$ cat src/rtl/arb2x1.sv
// Two-requester round-robin arbiter driving a 2:1 data mux with a registered,
// valid-qualified output. A bounded hold counter keeps either side from starving.
module arb2x1 #(
  parameter int WIDTH    = 8,
  parameter int MAX_HOLD = 4
) (
  input  logic             clk,
  input  logic             rst,
  input  logic [1:0]       req,
  input  logic [WIDTH-1:0] din0,
  input  logic [WIDTH-1:0] din1,
  output logic [1:0]       gnt,
  output logic             sel,
  output logic [WIDTH-1:0] dout,
  output logic             dout_valid
);

  localparam int CW = (MAX_HOLD > 1) ? $clog2(MAX_HOLD) : 1;
  localparam logic [CW-1:0] CNT_MAX = CW'(MAX_HOLD - 1);

  localparam logic [1:0] IDLE = 2'd0;
  localparam logic [1:0] OWN0 = 2'd1;
  localparam logic [1:0] OWN1 = 2'd2;

  logic [1:0]    state;
  logic [1:0]    state_nxt;
  logic [CW-1:0] cnt;
  logic          last;
  logic          xfer;
  logic          enter;

  // NOTE: every signal assigned here gets a default first, so no path leaves
  // a value unassigned and no latch is inferred.
  always_comb begin
    state_nxt = state;
    xfer      = 1'b0;
    case (state)
      IDLE: begin
        case (req)
          2'b01:   state_nxt = OWN0;
          2'b10:   state_nxt = OWN1;
          2'b11:   state_nxt = last ? OWN0 : OWN1;
          default: state_nxt = IDLE;
        endcase
      end
      OWN0: begin
        if (!req[0]) begin
          state_nxt = req[1] ? OWN1 : IDLE;
        end else begin
          xfer = 1'b1;
          if (req[1] && cnt == CNT_MAX) state_nxt = OWN1;
        end
      end
      OWN1: begin
        if (!req[1]) begin
          state_nxt = req[0] ? OWN0 : IDLE;
        end else begin
          xfer = 1'b1;
          if (req[0] && cnt == CNT_MAX) state_nxt = OWN0;
        end
      end
      default: state_nxt = IDLE;
    endcase
  end

  // A new tenure starts whenever the owner changes, including OWN0<->OWN1.
  assign enter = (state_nxt != IDLE) && (state_nxt != state);

  // NOTE: sequential state uses non-blocking assignments so every register
  // samples pre-edge values regardless of statement order.
  always_ff @(posedge clk or posedge rst) begin
    if (rst) begin
      state <= IDLE;
      cnt   <= '0;
      last  <= 1'b1;
    end else begin
      state <= state_nxt;
      if (enter) begin
        cnt  <= '0;
        last <= (state_nxt == OWN1);
      end else if (xfer && cnt != CNT_MAX) begin
        cnt <= cnt + 1'b1;
      end
    end
  end

  // NOTE: the data register is reset too, because dout is observable and must
  // read zero after reset rather than whatever was captured before.
  always_ff @(posedge clk or posedge rst) begin
    if (rst) begin
      dout       <= '0;
      dout_valid <= 1'b0;
    end else begin
      dout_valid <= xfer;
      if (xfer) dout <= (state == OWN1) ? din1 : din0;
    end
  end

  assign gnt = {state == OWN1, state == OWN0};
  assign sel = (state == OWN1);

endmodule

$ cat config.mk
export PLATFORM = sky130hd
export DESIGN_NAME = arb2x1
export DESIGN_NICKNAME = d
export VERILOG_FILES = /design/src/rtl/arb2x1.sv
export SDC_FILE = /design/constraint.sdc
export NUM_CORES = 1
export LEC_CHECK = 0
export CAP_MARGIN = 0
export CORE_ASPECT_RATIO = 0.7
export CORE_MARGIN = 8
export CORE_UTILIZATION = 46
export CTS_BUF_LIST = sky130_fd_sc_hd__clkbuf_8
export CTS_CLUSTER_SIZE = 10
export DETAILED_ROUTE_END_ITERATION = 10
export PLACE_DENSITY = 0.81
export SYNTH_ARGS = -nofsm -noshare
export SYNTH_HDL_FRONTEND = slang
export SYNTH_SLANG_ARGS = --single-unit
$ cat constraint.sdc
create_clock -name clk -period 2.58 [get_ports clk]
set_input_delay 0.258 -clock clk [delete_from_list [all_inputs] [get_ports clk]]
set_output_delay 0.258 -clock clk [all_outputs]
set_load 0.03 [all_outputs]
* Word-level counts from Yosys, hierarchy flattened *
Index checks and enable logic that the tools add are counted.

storage, ports and cells
  register bits = 14
  latch bits = 0
  RAM bits = 0
  bits in read-only memories = 0
  bits of input ports = 20
  output and inout port bits = 12
  word-level logic and storage cells = 37
  memories kept = 0

cells by class
  add/subtract/negate cells = 1
  multipliers = 0
  divide/modulo/power cells = 0
  order comparisons = 0
  equal/unequal tests = 9
  shift operators = 0
  muxes and demuxes = 15
  bitwise logic cells = 0
  reduce and logical (&&, ||, !) cells = 7

operators by type and width
  kind                                                             number
  2-bit 2-to-1 mux                                                 8
  2-bit case mux with 3 select lines                               2
  2-bit == test, second input constant                             5
  8-bit 2-to-1 mux                                                 1
  2-bit by 1-bit == test with 1-bit output, second input constant  2
  1-bit logical AND                                                4
  2-bit nonzero test                                               2
  1-bit 2-to-1 mux                                                 3
  2-bit by 1-bit adder with 2-bit output, second input constant    1
  2-bit zero test                                                  1
  2-bit inequality test                                            1
  2-bit inequality test, second input constant                     1
  1-bit case mux with 2 select lines                               1

* Depth between registers and ports, before layout *
  word-level depth = 8
  depth in mapped cells = 9
  depth with buffers taken out = 7

* Least setup slack after synthesis *
Ideal clock, no wire load.

  path type = register to register
  start point = reg state[0]
  end point = reg last
  library setup time = 0.066 ns
  data arrival time = 2.204 ns
  data required time = 2.514 ns
  setup slack = 0.310 ns
  cell stages (with the launch flop) = 10
  buffers on the path = 2
  period minus slack after synthesis = 2.270 ns
  cells stage by stage = dfrtp_1 > clkbuf_1 > inv_1 > ha_1 > buf_4 > nand4b_1 > o41ai_2 > a31oi_4 > or4b_1 > nand4_1

RTL lines
  what                                                                RTL line  source
  from (decl)                                                         25        logic [1:0] state;
  from (signal assigned)                                              77        state <= state_nxt;
  2-bit == test (*)                                                   n/a
  via sel                                                             13        output logic sel,
  2-bit case mux with 3 select lines (*)                              37        case (state)
  2-bit inequality test / 2-bit nonzero test (equally long branches)  67        assign enter = (state_nxt != IDLE) && (state_nxt != state);
  1-bit logical AND                                                   67
  to (signal assigned)                                                80        last <= (state_nxt == OWN1);
  to (decl)                                                           28        logic last;

Mark *: on every way through the listed nets, which the timed path passes. The rest lies on a longest branch.
A chain may end at the register's enable or synchronous reset.

* Worst setup path after layout *
  start point = reg state[0]
  end point = out sel

on the way
  longest elaborated chain between the ends = 1

RTL lines
  what           RTL line  source
  2-bit == test  100       assign sel = (state == OWN1);
  to (decl)      13

No other way between the ends.

==> results.txt <==
----------------------------------------------------
[Run status]
  Run status ... completed

[Logic synthesis]
  Flops & latches, synth ... 14
  Post-synth cell types ... 31
  Net count of the mapped netlist ... 115
  Post-synthesis instance total ... 90
  Proportion of synthesized chip area in sequential cells ... 39.14%
  Mapped Avg Cell Area ... 9.982 sq um
  FFs w/ async S/R, synth ... 100.0%
  Predominant post-synthesis flop cell ... sky130_fd_sc_hd__dfrtp_1
  Count of flip-flops with a built-in enable after synthesis ... 0
  YS warnings ... 0
  Post-synthesis cell area ... 898.4 sq um

[Power]
  Peak supply drop ... 0.0008435 V
  Switching pwr ... 0.0006296 W
  Net Sw Frac ... 43.58%
  Combinational power share ... 58.3%
  P per Cell Area ... 1132 nW/um^2
  Clock Power Share ... 14.4%
  Leakage power total ... 0.5628 nW
  Internal Power ... 0.0008151 W
  Sequential share of power ... 27.3%

[Hold path]
  Hold Crit Class ... input port to asynchronous set/reset pin

[STA]
  Post-route clock period utilization ... 88.42%
  Unrepaired setup endpoints after global routing ... no
  Finish-stage setup viols ... 0
  Aggregate negative setup slack ... 0 ns
  Total count of hold-check failures in the final report ... 0
  Highest clock frequency the design can meet ... 438.4 MHz
  Final Max Tran Viols ... 0
  Worst Clk Skew ... 0.001133 ns
  Minimum clock period after layout ... 2.281 ns
  Headroom to the max-slew limit ... 65.59%
  Transition time at the pin with the least slew margin ... 0.5156 ns
  Smallest hold slack ... 0.3462 ns

[Clocking]
  Count of clock tree sinks ... 14
  Clock transition at the register clock pins on the worst setup and hold paths after CTS ... 0.05 ns
  Quantity of gates resized following cts ... 0
  # H-tree levels ... 1
  TritonCTS buffer count ... 3
  Clk buf depth ... 2
  Post-CTS setup buffer count ... 0
  Clock latency on the worst-skew pair ... 0.24 ns
  Hold Buf Count CTS ... 0
  TritonCTS clock tree ... done
  CTS Root Cell ... sky130_fd_sc_hd__clkbuf_8

[Worst setup path]
  Worst EP required ... 2.32 ns
  Start point of the critical path ... state[0]
  Setup crit start kind ... flip-flop
  Type of destination of the critical path ... primary output
  Startpoint-to-endpoint class of the critical path ... flip-flop to primary output
  Crit Path Max Fanout ... 10
  Crit path DAT ... 2.02 ns
  Reg-to-reg critical path startpoint ... state[0]

[Cells and area]
  Fin cells ... 144
  Final core utilization ... 68.83%
  Area of combinational cells with multiple inputs ... 486.7 sq um
  Antenna diode count ... 0
  Area growth from synthesis to layout ... 42.06%
  Layout cells sized above 1 ... 10.66%
  Most frequent standard cell in the layout excluding fill and tap cells ... sky130_fd_sc_hd__clkdlybuf4s50_1
  # fillers ... 147
  Net count reported at finish ... 148
  Highest-count cells in the layout ignoring fill and taps ... 31 x sky130_fd_sc_hd__clkdlybuf4s50_1, 13 x sky130_fd_sc_hd__dfrtp_1, 12 x sky130_fd_sc_hd__nand2_1
  Register cell area after layout ... 351.6 sq um

[Floorplanning]
  I/O pin total ... 32
  Number of placement rows ... 13
  Die Y ... 52.98 microns
  Area of the core ... 1854 sq um
  Effective utilization at floorplan ... 48.45%
  Die outline width ... 68.82 microns
  Die Outline Area ... 3646 sq um

[Routing]
  Detailed-route via count ... 790
  Detailed-route wire length per cell ... 15.45 microns
  Via-per-instance ratio ... 5.486
  Count of antenna-violating nets left after detailed routing ... 0
  Post-route DRC violation count ... 0
  Overall routed net length ... 2225 microns
  Initial DRC count ... 51
  First-pass DRT Iterations ... 5

[Place]
  Port Buffers ... 31
  Total half-perimeter wirelength after legalization and detailed placement ... 1794 microns
  Placed cells ... 140
  Routability Congestion ... 1.005

[GRT]
  Via count of the first global-routing pass ... 763
  First-pass GRT wire length ... 3677 microns
  Total Routing Usage GR ... 13.20%
  Initial antenna violation count ... 0
  Maximum number of pins on one net before global-route repair ... 18
  Overflow left after global routing ... 0

[Run]
  MaxCap Viol Count ... 0

----------------------------------------------------
-- routing by layer --
metal  GRT usage, %  share of wire (%)  vias to the layer above
met3          4.211                7.4                        2
met4          3.322               0.54                        0
met5              0                  0                        -
met1          16.95                 42                      366
met2          20.96                 50                       35
li1               -                  -                      387
-- worst max-delay path, stage by stage, from the launching register on --
cell and delay, ns:
sky130_fd_sc_hd__dfrtp_1 0.48, sky130_fd_sc_hd__inv_1 0.16, sky130_fd_sc_hd__ha_1 0.39, sky130_fd_sc_hd__clkdlybuf4s50_1 0.74
-- sequential cells by signal (all words and copies together) (netlist names) --
name / flops
last: 1
state: 2
dout_valid: 1
dout: 8
cnt: 2
-- power groups by stage --
stage               Combinational (W)  Clock [W]  Sequential, W
floorplan                    0.000462          0       0.000492
global placement             0.000823          0       0.000388
detailed placement           0.000844          0       0.000396
CTS                          0.000847   0.000212       0.000393
global route                 0.000908   0.000225       0.000407
finish                       0.000843   0.000207       0.000395
-- kinds of logic (layout without fill, tap and decap cells) --
family,after synthesis,count (layout),share of synthesized area (%)
compound gates,26,26,23.54
xor+xnor,1,1,0.9751
fa+ha+maj,5,5,6.964
buf+inv,13,45,6.686
flops,14,14,39.14
mux,9,9,10.03
simple gates,22,22,12.67
-- Yosys cell counts (2+ instances only) --
cell,n,share of area (%)
sky130_fd_sc_hd__ha_1,5,7.0
sky130_fd_sc_hd__or4b_1,2,2.2
sky130_fd_sc_hd__a211oi_1,2,1.7
sky130_fd_sc_hd__o21ai_0,8,4.5
sky130_fd_sc_hd__a21oi_1,3,1.7
sky130_fd_sc_hd__nor2_1,2,0.84
sky130_fd_sc_hd__nand2_1,12,5.0
sky130_fd_sc_hd__nand2b_1,2,1.4
sky130_fd_sc_hd__a21o_1,2,1.7
sky130_fd_sc_hd__dfrtp_1,13,36
sky130_fd_sc_hd__inv_1,7,2.9
sky130_fd_sc_hd__nand4_1,2,1.4
sky130_fd_sc_hd__mux2i_1,9,10
sky130_fd_sc_hd__buf_4,3,2.5
sky130_fd_sc_hd__clkbuf_1,2,0.84
-- worst paths after layout --
path / slack [ns] / endpoint / cells past startpoint
max: 0.30 / sel / 3
min: 0.35 / dout[5] / 2
max reg2reg: 0.39 / cnt[1] / 7
min reg2reg: 0.48 / dout[5] / 2
max in group asynchronous: 1.88 / last / 2
min in group clk: 0.48 / dout[5] / 2
-- metrics by stage --
| step | setup WS, ns | power, W | cell area, sq um |
|---|---|---|---|
| finish | 0.2989 | 0.001445 | 1276 |
| global route | 0.1874 | 0.001540 | 1276 |
| CTS | 0.3081 | 0.001452 | 1276 |
| detailed placement | 0.4255 | 0.001240 | 1221 |
| global placement | 0.5011 | 0.001211 | 1221 |
| floorplan | 0.3095 | 0.0009538 | 898.4 |
-- final cells by class --
cell class,count,share of cell area [%]
Sequential cell,14,27.55
Clock buffer,4,4.314
Multi-Input combinational cell,63,38.14
Tap cell,22,2.157
Inverter,8,2.353
Timing Repair Buffer,33,25.49
Note: power is estimated with default switching activity, not from simulation.
